`config.mk`:
```
export PLATFORM = sky130hd
export DESIGN_NAME = pc_sequencer
export DESIGN_NICKNAME = d
export VERILOG_FILES = /design/src/rtl/pc_pkg.sv /design/src/rtl/pc_ras.sv /design/src/rtl/pc_sequencer.sv
export SDC_FILE = /design/constraint.sdc
export NUM_CORES = 1
export LEC_CHECK = 0
export ABC_CLOCK_PERIOD_IN_PS = 1790
export CORE_AREA = 2 2 84 86
export CTS_BUF_LIST = sky130_fd_sc_hd__clkbuf_16
export CTS_CLUSTER_DIAMETER = 60
export DETAILED_ROUTE_END_ITERATION = 7
export DIE_AREA = 0 0 86 88
export PLACE_DENSITY = 0.71
export SYNTH_ARGS = -nofsm -noshare
export SYNTH_HDL_FRONTEND = slang
export SYNTH_SLANG_ARGS = --single-unit
```
`constraint.sdc`:
```
create_clock -name CLK -period 1.79 [get_ports CLK]
set_input_delay 0.179 -clock CLK [delete_from_list [all_inputs] [get_ports CLK]]
set_output_delay 0.179 -clock CLK [all_outputs]
set_load 0.03 [all_outputs]
```
`src/rtl/pc_pkg.sv`:
```
// Shared constants and next-PC source encoding for the PC sequencer.
package pc_pkg;

    localparam int unsigned PC_XLEN        = 32;
    localparam int unsigned PC_INSTR_BYTES = 4;
    localparam logic [31:0] PC_RESET_VEC   = 32'h0000_0000;
    localparam logic [31:0] PC_TRAP_VEC    = 32'h0000_0100;

    typedef enum logic [2:0] {
        NPC_RESET,
        NPC_TRAP,
        NPC_HOLD,
        NPC_RET,
        NPC_BRANCH,
        NPC_SEQ
    } npc_src_e;

endpackage

```
`src/rtl/pc_ras.sv`:
```
// Circular return-address stack: a push when full overwrites the oldest entry.
module pc_ras #(
    parameter int unsigned XLEN  = 32,
    parameter int unsigned DEPTH = 4
) (
    input  logic            CLK,
    input  logic            RESET_N,
    input  logic            push,
    input  logic            pop,
    input  logic [XLEN-1:0] din,
    output logic [XLEN-1:0] top,
    output logic            empty,
    output logic            full
);

    localparam int unsigned PW = $clog2(DEPTH);
    localparam int unsigned CW = $clog2(DEPTH + 1);
    localparam logic [PW-1:0] LAST_IDX = PW'(DEPTH - 1);
    localparam logic [CW-1:0] DEPTH_CNT = CW'(DEPTH);

    logic [XLEN-1:0] mem [DEPTH];
    logic [PW-1:0]   sp;
    logic [CW-1:0]   count;
    logic [PW-1:0]   sp_inc;
    logic [PW-1:0]   sp_dec;

    // sp is the next write slot; the top lives one slot below it.
    assign sp_inc = (sp == LAST_IDX) ? '0 : sp + PW'(1);
    assign sp_dec = (sp == '0) ? LAST_IDX : sp - PW'(1);
    assign top    = mem[sp_dec];
    assign empty  = (count == '0);
    assign full   = (count == DEPTH_CNT);

    always_ff @(posedge CLK) begin
        if (!RESET_N) begin
            sp    <= '0;
            count <= '0;
        end else if (push && !pop) begin
            sp    <= sp_inc;
            count <= full ? count : count + CW'(1);
        end else if (pop && !push) begin
            sp    <= sp_dec;
            count <= count - CW'(1);
        end
    end

    // Pop+push replaces the top in place.
    always_ff @(posedge CLK) begin
        if (push) begin
            if (pop) mem[sp_dec] <= din;
            else     mem[sp]     <= din;
        end
    end

endmodule

```
`src/rtl/pc_sequencer.sv`:
```
// Program-counter sequencer with trap, stall, branch and optional return-address stack.
// Optional feature: define PC_SEQUENCER_RAS_EN to build in the RAS (CALL/RET).
module pc_sequencer
    import pc_pkg::*;
#(
    parameter int unsigned     XLEN        = PC_XLEN,
    parameter int unsigned     INSTR_BYTES = PC_INSTR_BYTES,
    parameter logic [XLEN-1:0] RESET_VEC   = XLEN'(PC_RESET_VEC),
    parameter logic [XLEN-1:0] TRAP_VEC    = XLEN'(PC_TRAP_VEC),
    parameter int unsigned     RAS_DEPTH   = 4
) (
    input  logic            CLK,
    input  logic            RESET_N,
    input  logic            STALL,
    input  logic            TRAP,
    input  logic            NextPCSrc,
    input  logic [XLEN-1:0] ALURes,
    input  logic            CALL,
    input  logic            RET,
    output logic [XLEN-1:0] Pc,
    output logic [XLEN-1:0] PcPlus,
    output logic            Misalign,
    output logic            RasEmpty,
    output logic            RasFull
);

    localparam logic [XLEN-1:0] INC      = XLEN'(INSTR_BYTES);
    localparam logic [XLEN-1:0] LOW_MASK = XLEN'(INSTR_BYTES - 1);

    npc_src_e        src;
    logic [XLEN-1:0] pc_q;
    logic [XLEN-1:0] pc_d;
    logic            mis_q;
    logic            mis_d;
    logic [XLEN-1:0] ras_top;

    assign Pc       = pc_q;
    assign PcPlus   = pc_q + INC;
    assign Misalign = mis_q;

`ifdef PC_SEQUENCER_RAS_EN
    logic ras_push;
    logic ras_pop;

    assign ras_push = RESET_N && !TRAP && !STALL && CALL;
    assign ras_pop  = RESET_N && !TRAP && !STALL && RET && !RasEmpty;

    pc_ras #(
        .XLEN  (XLEN),
        .DEPTH (RAS_DEPTH)
    ) u_ras (
        .CLK     (CLK),
        .RESET_N (RESET_N),
        .push    (ras_push),
        .pop     (ras_pop),
        .din     (PcPlus),
        .top     (ras_top),
        .empty   (RasEmpty),
        .full    (RasFull)
    );
`else
    logic unused_ras;

    assign unused_ras = ^{CALL, RET};
    assign ras_top    = '0;
    assign RasEmpty   = 1'b1;
    assign RasFull    = 1'b0;
`endif

    // Priority select of the next-PC source, then the value it implies.
    always_comb begin
        src   = NPC_SEQ;
        pc_d  = pc_q + INC;
        mis_d = 1'b0;
        if (!RESET_N)                  src = NPC_RESET;
        else if (TRAP)                 src = NPC_TRAP;
        else if (STALL)                src = NPC_HOLD;
        else if (RET && !RasEmpty)     src = NPC_RET;
        else if (NextPCSrc)            src = NPC_BRANCH;
        case (src)
            NPC_RESET:  pc_d = RESET_VEC;
            NPC_TRAP:   pc_d = TRAP_VEC;
            NPC_HOLD: begin
                pc_d  = pc_q;
                mis_d = mis_q;
            end
            NPC_RET:    pc_d = ras_top;
            NPC_BRANCH: begin
                pc_d  = ALURes & ~LOW_MASK;
                mis_d = |(ALURes & LOW_MASK);
            end
            default:    pc_d = pc_q + INC;
        endcase
    end

    always_ff @(posedge CLK) begin
        if (!RESET_N) begin
            pc_q  <= RESET_VEC;
            mis_q <= 1'b0;
        end else begin
            pc_q  <= pc_d;
            mis_q <= mis_d;
        end
    end

endmodule

```
Yosys cells after proc, flatten, opt, wreduce, memory -nomap -nowiden
Cells that the tools add are included.
Word-level totals
  register bits after elaboration: 33
  word-level logic and storage cells: 16
  input bits: 39
  output and inout port bits: 67
Cells by class
  mux-type cells: 6
  reductions and logical operators: 3
  equality and inequality tests: 4
  add/subtract/negate cells: 1
Operators by type and width (number)
  $pmux 32 s4: 1
  $add 32x3->32 const B: 1
  $mux 3: 3
  $eq 3x2->1 const B: 2
  $reduce_or 2->1: 2
  $eq 3x1->1 const B: 1
  $eq 3x3->1 const B: 1
  $logic_not 3->1: 1
  $pmux 1 s2: 1
  $mux 1: 1

Depth between registers and ports, before layout
  depth in word-level cells: 7
  gate-level depth with buffers: 6
  depth with buffers taken out: 6

Worst setup path before layout
No wires, ideal clock.
  path kind: flip-flop to output port
  start: reg pc_q[2], in the netlist Pc[2]
  end: out PcPlus[20]
  arrival time: 2.307 ns
  path slack: -0.696 ns
  path buffers: 0
  data required time: 1.611 ns
  cell stages (with the launch flop): 6
  path through: dfxtp_1 ha_1 nand4_1 nor4_4 nand3_1 xnor2_1
Between the ends
  cells in the longest elaborated chain, start to end: 1
RTL lines
  start, declared: RTL line pc_sequencer.sv:31  | logic [XLEN-1:0] pc_q;
  start signal, assigned: RTL line pc_sequencer.sv:101  | pc_q <= pc_d;
  $add 32x3->32: RTL line pc_sequencer.sv:38  | assign PcPlus = pc_q + INC;
  end, declared: RTL line pc_sequencer.sv:21  | output logic [XLEN-1:0] PcPlus,
No other way between the ends.

Worst setup path in the final report
Same ends and word-level chain as after synthesis.

==> results.cfg <==
[status]
status = finished with violations
violations = negative setup slack

[place]
portBuffers = 97
gp_congestion = 0.905
dp_hpwl_mm = 6.22
dp_cells = 508
dp_slack_ns = -0.0549
placed_cell_area_mm2 = 0.00388

[clock_tree]
clk_pin_slew_worst_paths_ns = 0.05
clk_latency_ns = 0.28
cts_buffers = 5
root_buffer = clkbuf_16
cts.sinks = 31
cts_tree = yes
cts_buffer_depth = 2
htreeDepth = 2

[final_layout]
post-route-cell-area_mm2 = 0.00482
area.growth.synth_to_final_pct = 111
fin_util_pct = 72.5
nets = 521
diodes = 0
final_cell_count_no_fill = 562
drive_gt1_share_pct = 47.7

[worst_setup_path]
critPathArrivalTime_ns = 1.99
r2r_cells = 8
path_max_fanout = 5
startpoint_type = register
path_class = register to output pin
reg2reg_to = Pc[20]
end_kind = output pin
required_ns = 1.61
rr_startpoint = Pc[2]
ff2ff_setup_slack_ns = -0.14

[die]
die_h_um = 88
std_cell_rows = 30
core_area_mm2 = 0.00664
die_x_um = 86
start_util_pct = 34.3
dieArea_mm2 = 0.00757
num_io_pins = 106

[power_and_ir_drop]
pwr-share-clk_pct = 38.5
sw_frac_of_total_pct = 30.2
ir_drop_mv = 0.600
p_sw_mw = 0.639
seqPwrFrac_pct = 34.6
power_density_mw_per_mm2 = 439
p_leak_nw = 2.13
pwr-share-comb_pct = 26.9
p_int_mw = 1.48

[routing]
vias_per_cell = 5.71
drt-initial-drc-count = 203
wirelength_mm = 10.5
drc = 0
dr_total_vias = 3208
antenna_left = 0
firstDrtPassIters = 5
post_drt_wl_per_cell_um = 18.7

[timing]
hold_viol = 0
setup_viol = 32
rsz0062_at_grt = yes
setup_ws_ns = -0.378
whs_ns = 0.439
fmax_mhz = 461
period_needed_ns = 2.17
fin_crit_sh_pct = 121
slew_viol_final = 0
fin_skew_ns = 0.00561

[min_path]
hold_end = Misalign
hold_path_class = register to register
min_from = Misalign
hold_depth = 2

[grt]
antenna_found_initial = 0
grt_pass1_wl_mm = 15.1
grt_pass1_vias = 3074
grt.total_usage_pct = 25.0
grt_max_degree = 19
overflow = 0

[logic_synthesis]
synthesis.area_mm2 = 0.00228
synth_edf_count = 0
yosysWarnings = 0
yosys_most_used_dff = dfxtp_1
ys_seq_area_share_pct = 27.2
avgSynthCellArea_um2 = 7.75
synth_cells = 294
yosys.cell_types.count = 53
ys_async_sr_fraction_pct = 0
ys_ff_latch = 31

[job]
maxCapViolCount = 0
[placed cells by master, fill, tap and decap left out, types with 3 or more instances in the layout]
master,instances
or3_1,3
clkdlybuf4s50_1,67
clkbuf_2,3
nand4_1,11
nor2_4,7
a21o_1,3
o21ai_0,16
xor2_1,5
clkbuf_16,5
a21oi_1,13
a22oi_1,7
buf_4,88
nor3_1,6
dfxtp_1,6
xnor2_1,3
nand3_1,14
inv_1,12
dfxtp_2,9
nand2_1,27
nand2_4,4
nor4_4,4
dfxtp_4,16
nor2_1,15
conb_1,6
nand3_4,6
xnor2_2,10
xnor2_4,6
o21ai_1,3
nor2_2,3
buf_6,40
o22ai_1,3
buf_12,3
[synthesized netlist by cell type, types with 6 or more instances]
master | n | share of area (%)
inv_1 | 10 | 1.6
dfxtp_1 | 31 | 27
a21oi_1 | 13 | 2.9
nand3_1 | 21 | 4.6
clkbuf_1 | 8 | 1.3
a22oi_1 | 7 | 2.3
xor2_1 | 8 | 3.1
o21ai_0 | 19 | 4.2
nor2_1 | 25 | 4.1
o311ai_0 | 6 | 2.3
xnor2_1 | 19 | 7.3
nand4_1 | 11 | 3.0
nor3_1 | 9 | 2.0
buf_4 | 7 | 2.3
nand2_1 | 31 | 5.1
[logic make-up (layout without fill, tap and decap cells)]
group,after synthesis,in the layout,synth area share (%)
AO/OA/AOI/OAI,74,74,22.0
other,2,6,0.329
XOR/XNOR,27,27,10.4
buffers and inverters,36,220,9.44
flip-flops,31,31,27.2
adder cells (fa/ha/maj),1,1,0.549
AND/OR/NAND/NOR,123,123,30.1
[per-stage QoR]
stage / TNS (ns) / power (mW)
after global placement: -0.0215 / 1.24
final: -5.70 / 2.11
after CTS: -3.28 / 2.08
after global routing: -7.41 / 2.17
after floorplan: -0.564 / 1.02
after detailed placement: -0.256 / 1.25
[sequential cells by signal, indices dropped and copies added (netlist names)]
register and count:
Pc 30, Misalign 1
[power by group through the flow]
stage               registers (mW)  logic [mW]  clock network [mW]
floorplan                    0.799       0.217                   0
global placement             0.749       0.494                   0
detailed placement           0.750       0.499                   0
CTS                          0.731       0.532               0.814
global route                 0.733       0.597               0.841
finish                       0.732       0.568               0.814
[per-layer routing]
metal,wire length [µm],track usage [%],vias to the layer above,part of all wire (%)
li1,-,-,1436,-
met1,4140,31.6,1532,39
met2,5200,42.8,197,49
met3,812,3.58,43,7.7
met4,377,9.81,0,3.6
met5,0,0,-,0
[timing repair]
item	in CTS	in global routing
buffers inserted	28	22
endpoints found under the setup margin	29	39
gates resized for setup	68	48
pin swaps	29	31
hold buffers	0	0
[worst max-delay path by stage]
stage,start,endpoint,slack (ns),depth (start not counted)
global placement,RESET_N,Pc[21],-0.02,6
floorplan,Pc[11],PcPlus[25],-0.11,5
detailed placement,RESET_N,Pc[13],-0.05,7
CTS,Pc[9],PcPlus[25],-0.28,6
finish,Pc[2],PcPlus[20],-0.38,7
global route,Pc[2],PcPlus[20],-0.41,7
[critical path, stage by stage (launching register included)]
cell and delay, ns:
dfxtp_4 0.38, ha_4 0.15, nand4_1 0.16, buf_6 0.20, nor4_4 0.26, nand3_2 0.20
xnor2_4 0.19, buf_6 0.14
[area by class of cell]
class | instances | area [µm²]
Fill cell | 425 | 1830
Clock inverter | 3 | 12.5
Sequential cell | 31 | 692
Timing Repair Buffer | 202 | 1870
Clock buffer | 5 | 125
Inverter | 10 | 37.5
Multi-Input combinational cell | 231 | 1980
Tap cell | 80 | 100
No activity file was read; power rests on OpenSTA's default activity.
